<file path="config.mk">
export PLATFORM = sky130hd
export DESIGN_NAME = id_ex_operand_stage
export DESIGN_NICKNAME = d
export VERILOG_FILES = /design/src/rtl/cpu_pkg.sv /design/src/rtl/id_ex_operand_stage_fwd_mux.sv /design/src/rtl/id_ex_operand_stage.sv
export SDC_FILE = /design/constraint.sdc
export NUM_CORES = 1
export LEC_CHECK = 0
export ABC_AREA = 1
export BUFFER_PORTS_ARGS = -buffer_cell sky130_fd_sc_hd__buf_2
export CORE_MARGIN = 10
export CORE_UTILIZATION = 35
export DETAILED_ROUTE_END_ITERATION = 6
export SYNTH_ARGS = -nofsm -noshare
export SYNTH_HDL_FRONTEND = slang
export SYNTH_SLANG_ARGS = --single-unit
</file>
<file path="constraint.sdc">
create_clock -name clk -period 2.67 [get_ports clk]
set_clock_uncertainty 0.05 [all_clocks]
set_input_delay 0.534 -clock clk [delete_from_list [all_inputs] [get_ports clk]]
set_output_delay 0.534 -clock clk [all_outputs]
set_load 0.02 [all_outputs]
</file>
<file path="src/rtl/cpu_pkg.sv">
// Shared core definitions: ALU op encodings, default datapath widths and
// the forward-source select used by the operand forwarding muxes.
package cpu_pkg;

  localparam int DEF_DATA_WIDTH     = 32;
  localparam int DEF_REG_ADDR_WIDTH = 5;

  localparam logic [3:0] ALU_ADD = 4'd0;
  localparam logic [3:0] ALU_SUB = 4'd1;
  localparam logic [3:0] ALU_AND = 4'd2;
  localparam logic [3:0] ALU_OR  = 4'd3;
  localparam logic [3:0] ALU_SLT = 4'd4;
  localparam logic [3:0] ALU_XOR = 4'd5;
  localparam logic [3:0] ALU_NOR = 4'd6;
  localparam logic [3:0] ALU_SLL = 4'd7;
  localparam logic [3:0] ALU_SRL = 4'd8;

  typedef enum logic [1:0] {
    FWD_NONE  = 2'd0,
    FWD_EXMEM = 2'd1,
    FWD_MEMWB = 2'd2
  } fwd_sel_t;

endpackage

</file>
<file path="src/rtl/id_ex_operand_stage_fwd_mux.sv">
// Operand forwarding mux: picks EX/MEM, then MEM/WB, else the stored register value.
// Register 0 is never forwarded since it is hardwired to zero in the register file.
module fwd_mux
  import cpu_pkg::*;
#(
  parameter int DATA_WIDTH     = DEF_DATA_WIDTH,
  parameter int REG_ADDR_WIDTH = DEF_REG_ADDR_WIDTH
) (
  input  logic [REG_ADDR_WIDTH-1:0] idx,
  input  logic [DATA_WIDTH-1:0]     stored,
  input  logic                      exmem_regwrite,
  input  logic [REG_ADDR_WIDTH-1:0] exmem_rd,
  input  logic [DATA_WIDTH-1:0]     exmem_result,
  input  logic                      memwb_regwrite,
  input  logic [REG_ADDR_WIDTH-1:0] memwb_rd,
  input  logic [DATA_WIDTH-1:0]     memwb_result,
  output logic [DATA_WIDTH-1:0]     value
);

  fwd_sel_t sel;

  always_comb begin
    sel = FWD_NONE;
    if (idx != '0) begin
      if (exmem_regwrite && (exmem_rd == idx)) begin
        sel = FWD_EXMEM;
      end else if (memwb_regwrite && (memwb_rd == idx)) begin
        sel = FWD_MEMWB;
      end
    end
  end

  always_comb begin
    value = stored;
    case (sel)
      FWD_EXMEM: value = exmem_result;
      FWD_MEMWB: value = memwb_result;
      default:   value = stored;
    endcase
  end

endmodule

</file>
<file path="src/rtl/id_ex_operand_stage.sv">
// ID/EX pipeline register with RAW forwarding from EX/MEM and MEM/WB; stall holds, flush bubbles.
// Optional LOAD_USE_DETECT_EN: internal load-use detection that bubbles EX and raises ld_use_stall.
module id_ex_operand_stage
  import cpu_pkg::*;
#(
  parameter int DATA_WIDTH     = DEF_DATA_WIDTH,
  parameter int REG_ADDR_WIDTH = DEF_REG_ADDR_WIDTH,
  parameter int ALUOP_WIDTH    = 4
) (
  input  logic                      clk,
  input  logic                      rst,
  input  logic                      stall,
  input  logic                      flush,
  input  logic                      id_valid,
  input  logic [REG_ADDR_WIDTH-1:0] id_rs,
  input  logic [REG_ADDR_WIDTH-1:0] id_rt,
  input  logic [REG_ADDR_WIDTH-1:0] id_rd,
  input  logic [DATA_WIDTH-1:0]     id_rs_data,
  input  logic [DATA_WIDTH-1:0]     id_rt_data,
  input  logic [DATA_WIDTH-1:0]     id_imm,
  input  logic [4:0]                id_shamt,
  input  logic [ALUOP_WIDTH-1:0]    id_aluop,
  input  logic                      id_alusrc,
  input  logic                      id_regwrite,
  input  logic                      id_memread,
  input  logic                      id_memwrite,
  input  logic                      exmem_regwrite,
  input  logic [REG_ADDR_WIDTH-1:0] exmem_rd,
  input  logic [DATA_WIDTH-1:0]     exmem_result,
  input  logic                      memwb_regwrite,
  input  logic [REG_ADDR_WIDTH-1:0] memwb_rd,
  input  logic [DATA_WIDTH-1:0]     memwb_result,
  output logic                      ex_valid,
  output logic [DATA_WIDTH-1:0]     ex_operand1,
  output logic [DATA_WIDTH-1:0]     ex_operand2,
  output logic [ALUOP_WIDTH-1:0]    ex_aluop,
  output logic [4:0]                ex_shamt,
  output logic [DATA_WIDTH-1:0]     ex_store_data,
  output logic [REG_ADDR_WIDTH-1:0] ex_rd,
  output logic                      ex_regwrite,
  output logic                      ex_memread,
  output logic                      ex_memwrite,
  output logic                      ld_use_stall
);

  typedef struct packed {
    logic                      valid;
    logic [REG_ADDR_WIDTH-1:0] rs;
    logic [REG_ADDR_WIDTH-1:0] rt;
    logic [REG_ADDR_WIDTH-1:0] rd;
    logic [DATA_WIDTH-1:0]     rs_data;
    logic [DATA_WIDTH-1:0]     rt_data;
    logic [DATA_WIDTH-1:0]     imm;
    logic [4:0]                shamt;
    logic [ALUOP_WIDTH-1:0]    aluop;
    logic                      alusrc;
    logic                      regwrite;
    logic                      memread;
    logic                      memwrite;
  } idex_t;

  idex_t q;
  idex_t id_in;
  logic [DATA_WIDTH-1:0] fwd_rs;
  logic [DATA_WIDTH-1:0] fwd_rt;
  logic                  bubble;
  logic                  is_shift;

  always_comb begin
    id_in          = '0;
    id_in.valid    = id_valid;
    id_in.rs       = id_rs;
    id_in.rt       = id_rt;
    id_in.rd       = id_rd;
    id_in.rs_data  = id_rs_data;
    id_in.rt_data  = id_rt_data;
    id_in.imm      = id_imm;
    id_in.shamt    = id_shamt;
    id_in.aluop    = id_aluop;
    id_in.alusrc   = id_alusrc;
    id_in.regwrite = id_regwrite;
    id_in.memread  = id_memread;
    id_in.memwrite = id_memwrite;
  end

`ifdef LOAD_USE_DETECT_EN
  assign ld_use_stall = q.valid & q.memread & (q.rd != '0) & id_valid &
                        ((q.rd == id_rs) | (q.rd == id_rt));
`else
  assign ld_use_stall = 1'b0;
`endif

  assign bubble = flush | ld_use_stall;

  // During stall the stored sources refresh with forwarded values so a producer
  // leaving MEM/WB mid-stall is not lost.
  always_ff @(posedge clk) begin
    if (rst) begin
      q <= '0;
    end else if (bubble) begin
      q <= '0;
    end else if (stall) begin
      q.rs_data <= fwd_rs;
      q.rt_data <= fwd_rt;
    end else begin
      q <= id_in;
    end
  end

  fwd_mux #(.DATA_WIDTH(DATA_WIDTH), .REG_ADDR_WIDTH(REG_ADDR_WIDTH)) u_fwd_rs (
    .idx(q.rs), .stored(q.rs_data),
    .exmem_regwrite(exmem_regwrite), .exmem_rd(exmem_rd), .exmem_result(exmem_result),
    .memwb_regwrite(memwb_regwrite), .memwb_rd(memwb_rd), .memwb_result(memwb_result),
    .value(fwd_rs)
  );

  fwd_mux #(.DATA_WIDTH(DATA_WIDTH), .REG_ADDR_WIDTH(REG_ADDR_WIDTH)) u_fwd_rt (
    .idx(q.rt), .stored(q.rt_data),
    .exmem_regwrite(exmem_regwrite), .exmem_rd(exmem_rd), .exmem_result(exmem_result),
    .memwb_regwrite(memwb_regwrite), .memwb_rd(memwb_rd), .memwb_result(memwb_result),
    .value(fwd_rt)
  );

  // The ALU shifts operand1, so shifts route rt there.
  assign is_shift = (q.aluop == ALUOP_WIDTH'(ALU_SLL)) || (q.aluop == ALUOP_WIDTH'(ALU_SRL));

  assign ex_valid      = q.valid;
  assign ex_operand1   = is_shift ? fwd_rt : fwd_rs;
  assign ex_operand2   = q.alusrc ? q.imm : fwd_rt;
  assign ex_aluop      = q.aluop;
  assign ex_shamt      = q.shamt;
  assign ex_store_data = fwd_rt;
  assign ex_rd         = q.rd;
  assign ex_regwrite   = q.regwrite;
  assign ex_memread    = q.memread;
  assign ex_memwrite   = q.memwrite;

endmodule

</file>
==> results.md <==
- Status: finished, violations left
- Violations in the final reports: setup timing
- Overflow left after global routing: 0
- Effective utilization at floorplan: between 30% and 40%
- Dominant cell by count in the synthesized netlist: sky130_fd_sc_hd__nand2_1
- Die Span X: roughly 170 microns
- Number of enable flip-flop cells after synthesis: 0
- Clock latency of the later-clocked register in the worst-skew pair: around 0.42 ns
- First-pass iteration count of the detailed router: 5
- Startpoint type of the worst setup path: register
- Post-Place Cell Area: approximately 10000 sq um
- Final standard cell area without fillers: about 13000 sq um
- Finished Core Util: between 60% and 70%
- Headroom to the max-slew limit: between 50% and 60%
- Largest net degree at the start of global routing: 92
- Filler Cells Inserted: about 1900
- Avg Synthesized Cell Area: ~6.4 sq um
- CP required: around 3 ns
- Buffer cell driving the clock tree root: sky130_fd_sc_hd__clkbuf_16
- RePlAce Congestion: 0.898
- Clock tree from TritonCTS: built
- Final setup slack of the worst path: -0.544 ns
- Critical Path Fanout Max: 7
- Highest attainable clock frequency: between 0.3 and 0.4 GHz
- Fin Hold WS: between 0.2 and 0.3 ns
- GR Util All Layers: a little under a quarter
- Number of port buffers: about 320
- Starting DRC count in detailed routing: 603
- Number of clock sinks: between 100 and 150
- Area share of the leading cell type in the synthesized netlist: about 33%
- Arrival time of data at the critical path endpoint: 3.51 ns
- Area occupied by multi-input gates: ~5300 sq um
- Number of vias after detailed routing: 9398
- Initial antenna violation count: 5
- Row Count: 53
- Number of maximum-capacitance constraint violations: 0
- Most instantiated cells after synthesis: sky130_fd_sc_hd__nand2_1, sky130_fd_sc_hd__dfxtp_1, sky130_fd_sc_hd__a21oi_1
- Final cycle utilization of the critical path: 120%
- Detailed Place HPWL: ~23000 microns
- Number of max-slew violations in the final report: 0
- Number of hold violations in the final report: 0
- Seq. cell area: about 2500 sq um
- Total wire length after detailed routing: approximately 35000 microns
- Fraction of final layout cells with drive strength greater than 1: between 50 and 60%
- Sequential share of the synthesized area: 33.0%
- Post-synth top area cell: sky130_fd_sc_hd__dfxtp_1
- Clock transition time at the flip-flop clock pins of the worst setup and hold paths: around 0.07 ns
- Number of buffers created by CTS: 17
- Number of top-level pins: 320
- Unrepaired setup endpoints after global routing: true
- Final Setup Violations: 100
- Post-route antenna net violation count: 0
- Setup Slack @ Placement: -0.485 ns
- Leading cell types by total area after synthesis: sky130_fd_sc_hd__dfxtp_1, sky130_fd_sc_hd__nand2_1, sky130_fd_sc_hd__a21oi_1
- DRC: 0
- Yosys Warn Count: 0
- Peak supply drop: between 300 and 400 uV
- Detailed-route wire length per cell: ~18 microns
- Placeable core area: about 21000 sq um
- Power density over the cells: about 420 nW/um^2
- Hold crit path type: input port to register
- Flip-flop and latch count after synthesis: between 100 and 150
- H-tree lvl count: 4
- Chip Height: about 170 microns
- Synth-to-Final Area Change: 76.0%
- Maximum buffer depth of the clock tree: 2
- Number of different library cells in the post-synthesis netlist: 25
- Category of the critical setup timing path: register to register
- Global-route wire length before repair: around 53000 microns
- Area of the die: roughly 28000 sq um
- Time the worst path needs with I/O delays and setup: 3.21 ns
- Async set or reset register ratio after synthesis: 0%
- Synthesized area: 7590 sq um
- Cells after Synth: approximately 1200
- Kind of end point of the critical path: register
- Least-Margin Pin Slew: ~0.63 ns
- Most instantiated flip-flop cell in the synthesis netlist: sky130_fd_sc_hd__dfxtp_1
- Average vias per placed instance: approximately 5
- Vias in the first global route: 9439
- Static power due to leakage: about 6 nW
- Total nets after synthesis: between 1000 and 1500
- Final layout net count: 1831
==> metrics by stage <==
step / TNS (ns) / power [W] / cells
after CTS: -41.57 / 0.00560 / 1891
after global placement: -33.48 / 0.00311 / 1777
final: -38.82 / 0.00564 / 1913
after global routing: -51.89 / 0.00588 / 1912
after detailed placement: -32.33 / 0.00312 / 1777
after floorplan: -0.166 / 0.00265 / 1180
==> cell families (layout without fill, tap and decap cells) <==
| group | after synthesis | count (layout) | share of synthesized area, % |
|---|---|---|---|
| AOI/OAI and AO/OA | 307 | 307 | 22.5 |
| other | 1 | 4 | 0.0494 |
| and+or+nand+nor | 550 | 550 | 30.6 |
| buffers and inverters | 189 | 644 | 12.7 |
| adders and majority gates | 4 | 4 | 0.659 |
| xor gates and xnor gates | 4 | 4 | 0.462 |
| DFF | 125 | 125 | 33.0 |
==> critical path, stage by stage (launching register included) <==
cell	delay (ns)
sky130_fd_sc_hd__dfxtp_2	0.34
sky130_fd_sc_hd__inv_4	0.05
sky130_fd_sc_hd__nand2_1	0.05
sky130_fd_sc_hd__o21ai_0	0.07
sky130_fd_sc_hd__nor2_1	0.18
sky130_fd_sc_hd__nand2_1	0.08
sky130_fd_sc_hd__nor2_1	0.14
sky130_fd_sc_hd__nand2_2	0.08
sky130_fd_sc_hd__ha_4	0.30
sky130_fd_sc_hd__inv_8	0.06
sky130_fd_sc_hd__buf_12	0.14
sky130_fd_sc_hd__buf_8	0.12
sky130_fd_sc_hd__nand3_2	0.07
sky130_fd_sc_hd__o21ai_2	0.06
sky130_fd_sc_hd__buf_4	0.12
sky130_fd_sc_hd__buf_4	0.12
sky130_fd_sc_hd__buf_4	0.13
sky130_fd_sc_hd__buf_4	0.13
sky130_fd_sc_hd__buf_4	0.12
sky130_fd_sc_hd__buf_4	0.12
sky130_fd_sc_hd__buf_4	0.12
sky130_fd_sc_hd__buf_4	0.12
sky130_fd_sc_hd__buf_4	0.12
sky130_fd_sc_hd__buf_4	0.12
sky130_fd_sc_hd__a21oi_2	0.11
==> flip-flops by register name (all words and copies together) (netlist names) <==
signal and cells:
ex_memwrite 1, ex_shamt 5, ex_regwrite 1, ex_aluop 4
q 107, ex_memread 1, ex_rd 5, ex_valid 1
==> where the power goes <==
part	switching (W)	internal, W	leakage (nW)	total (W)
clock	0.000989	0.00123	0.252	0.00222
sequential	0.0000384	0.00194	1.03	0.00198
combinational	0.000750	0.000691	4.72	0.00144
==> cell usage in the layout (no fill, tap or decap), types with 6 or more instances in the layout <==
cell | synthesis | routed
sky130_fd_sc_hd__o21ai_2 | 36 | 12
sky130_fd_sc_hd__buf_12 | 0 | 21
sky130_fd_sc_hd__nand2_1 | 383 | 333
sky130_fd_sc_hd__buf_6 | 18 | 117
sky130_fd_sc_hd__o21ai_1 | 35 | 23
sky130_fd_sc_hd__clkinvlp_4 | 0 | 6
sky130_fd_sc_hd__nand3_2 | 0 | 14
sky130_fd_sc_hd__dfxtp_1 | 125 | 115
sky130_fd_sc_hd__inv_1 | 62 | 50
sky130_fd_sc_hd__clkbuf_16 | 0 | 20
sky130_fd_sc_hd__nor2_1 | 61 | 27
sky130_fd_sc_hd__dfxtp_2 | 0 | 7
sky130_fd_sc_hd__buf_4 | 22 | 141
sky130_fd_sc_hd__nand3_1 | 42 | 28
sky130_fd_sc_hd__and2_1 | 13 | 9
sky130_fd_sc_hd__nor2_2 | 31 | 51
sky130_fd_sc_hd__buf_2 | 30 | 221
sky130_fd_sc_hd__o21ai_4 | 2 | 69
sky130_fd_sc_hd__a21oi_1 | 123 | 118
sky130_fd_sc_hd__a21oi_2 | 4 | 9
sky130_fd_sc_hd__nand2_4 | 0 | 17
sky130_fd_sc_hd__inv_2 | 34 | 42
sky130_fd_sc_hd__and2_4 | 18 | 23
sky130_fd_sc_hd__nand2_2 | 0 | 33
sky130_fd_sc_hd__o21ai_0 | 107 | 76
sky130_fd_sc_hd__nor2_4 | 0 | 14
==> per-layer routing <==
| layer | GRT usage, % | part of all wire, % | up-vias |
|---|---|---|---|
| li1 | - | - | 4648 |
| met1 | 27.3 | 41 | 4341 |
| met2 | 39.4 | 49 | 354 |
| met3 | 7.56 | 8.0 | 53 |
| met4 | 7.91 | 2.6 | 2 |
| met5 | 0 | 0.037 | - |
==> repair_timing <==
| action | in CTS | in global routing |
|---|---|---|
| gates cloned | 12 | 3 |
| pin swaps | 50 | 60 |
| hold buffers | 0 | 0 |
| endpoints found under the hold margin | 0 | 0 |
| buffers inserted | 70 | 28 |
| endpoints found under the setup margin | 96 | 100 |
| resized for setup | 366 | 106 |
==> worst paths after layout <==
check | startpoint | to | slack (ns) | cells past startpoint
hold / removal | id_alusrc | q[3] | 0.30 | 3
hold reg to reg | q[32] | q[32] | 0.41 | 2
setup / recovery | q[122] | q[103] | -0.54 | 24
setup reg to reg | q[122] | q[103] | -0.54 | 24
==> layout make-up <==
| cell class | count | area share, % |
|---|---|---|
| tap | 275 | 2.58 |
| clock buffer | 19 | 3.31 |
| sequential | 125 | 18.9 |
| timing repair buffer | 514 | 31.6 |
| antenna | 3 | 0.0562 |
| clock inverter | 13 | 0.815 |
| multi-input combinational | 866 | 39.7 |
| inverter | 97 | 2.93 |
| timing repair inverter | 1 | 0.0843 |
Power figures use the tool's default switching activity.
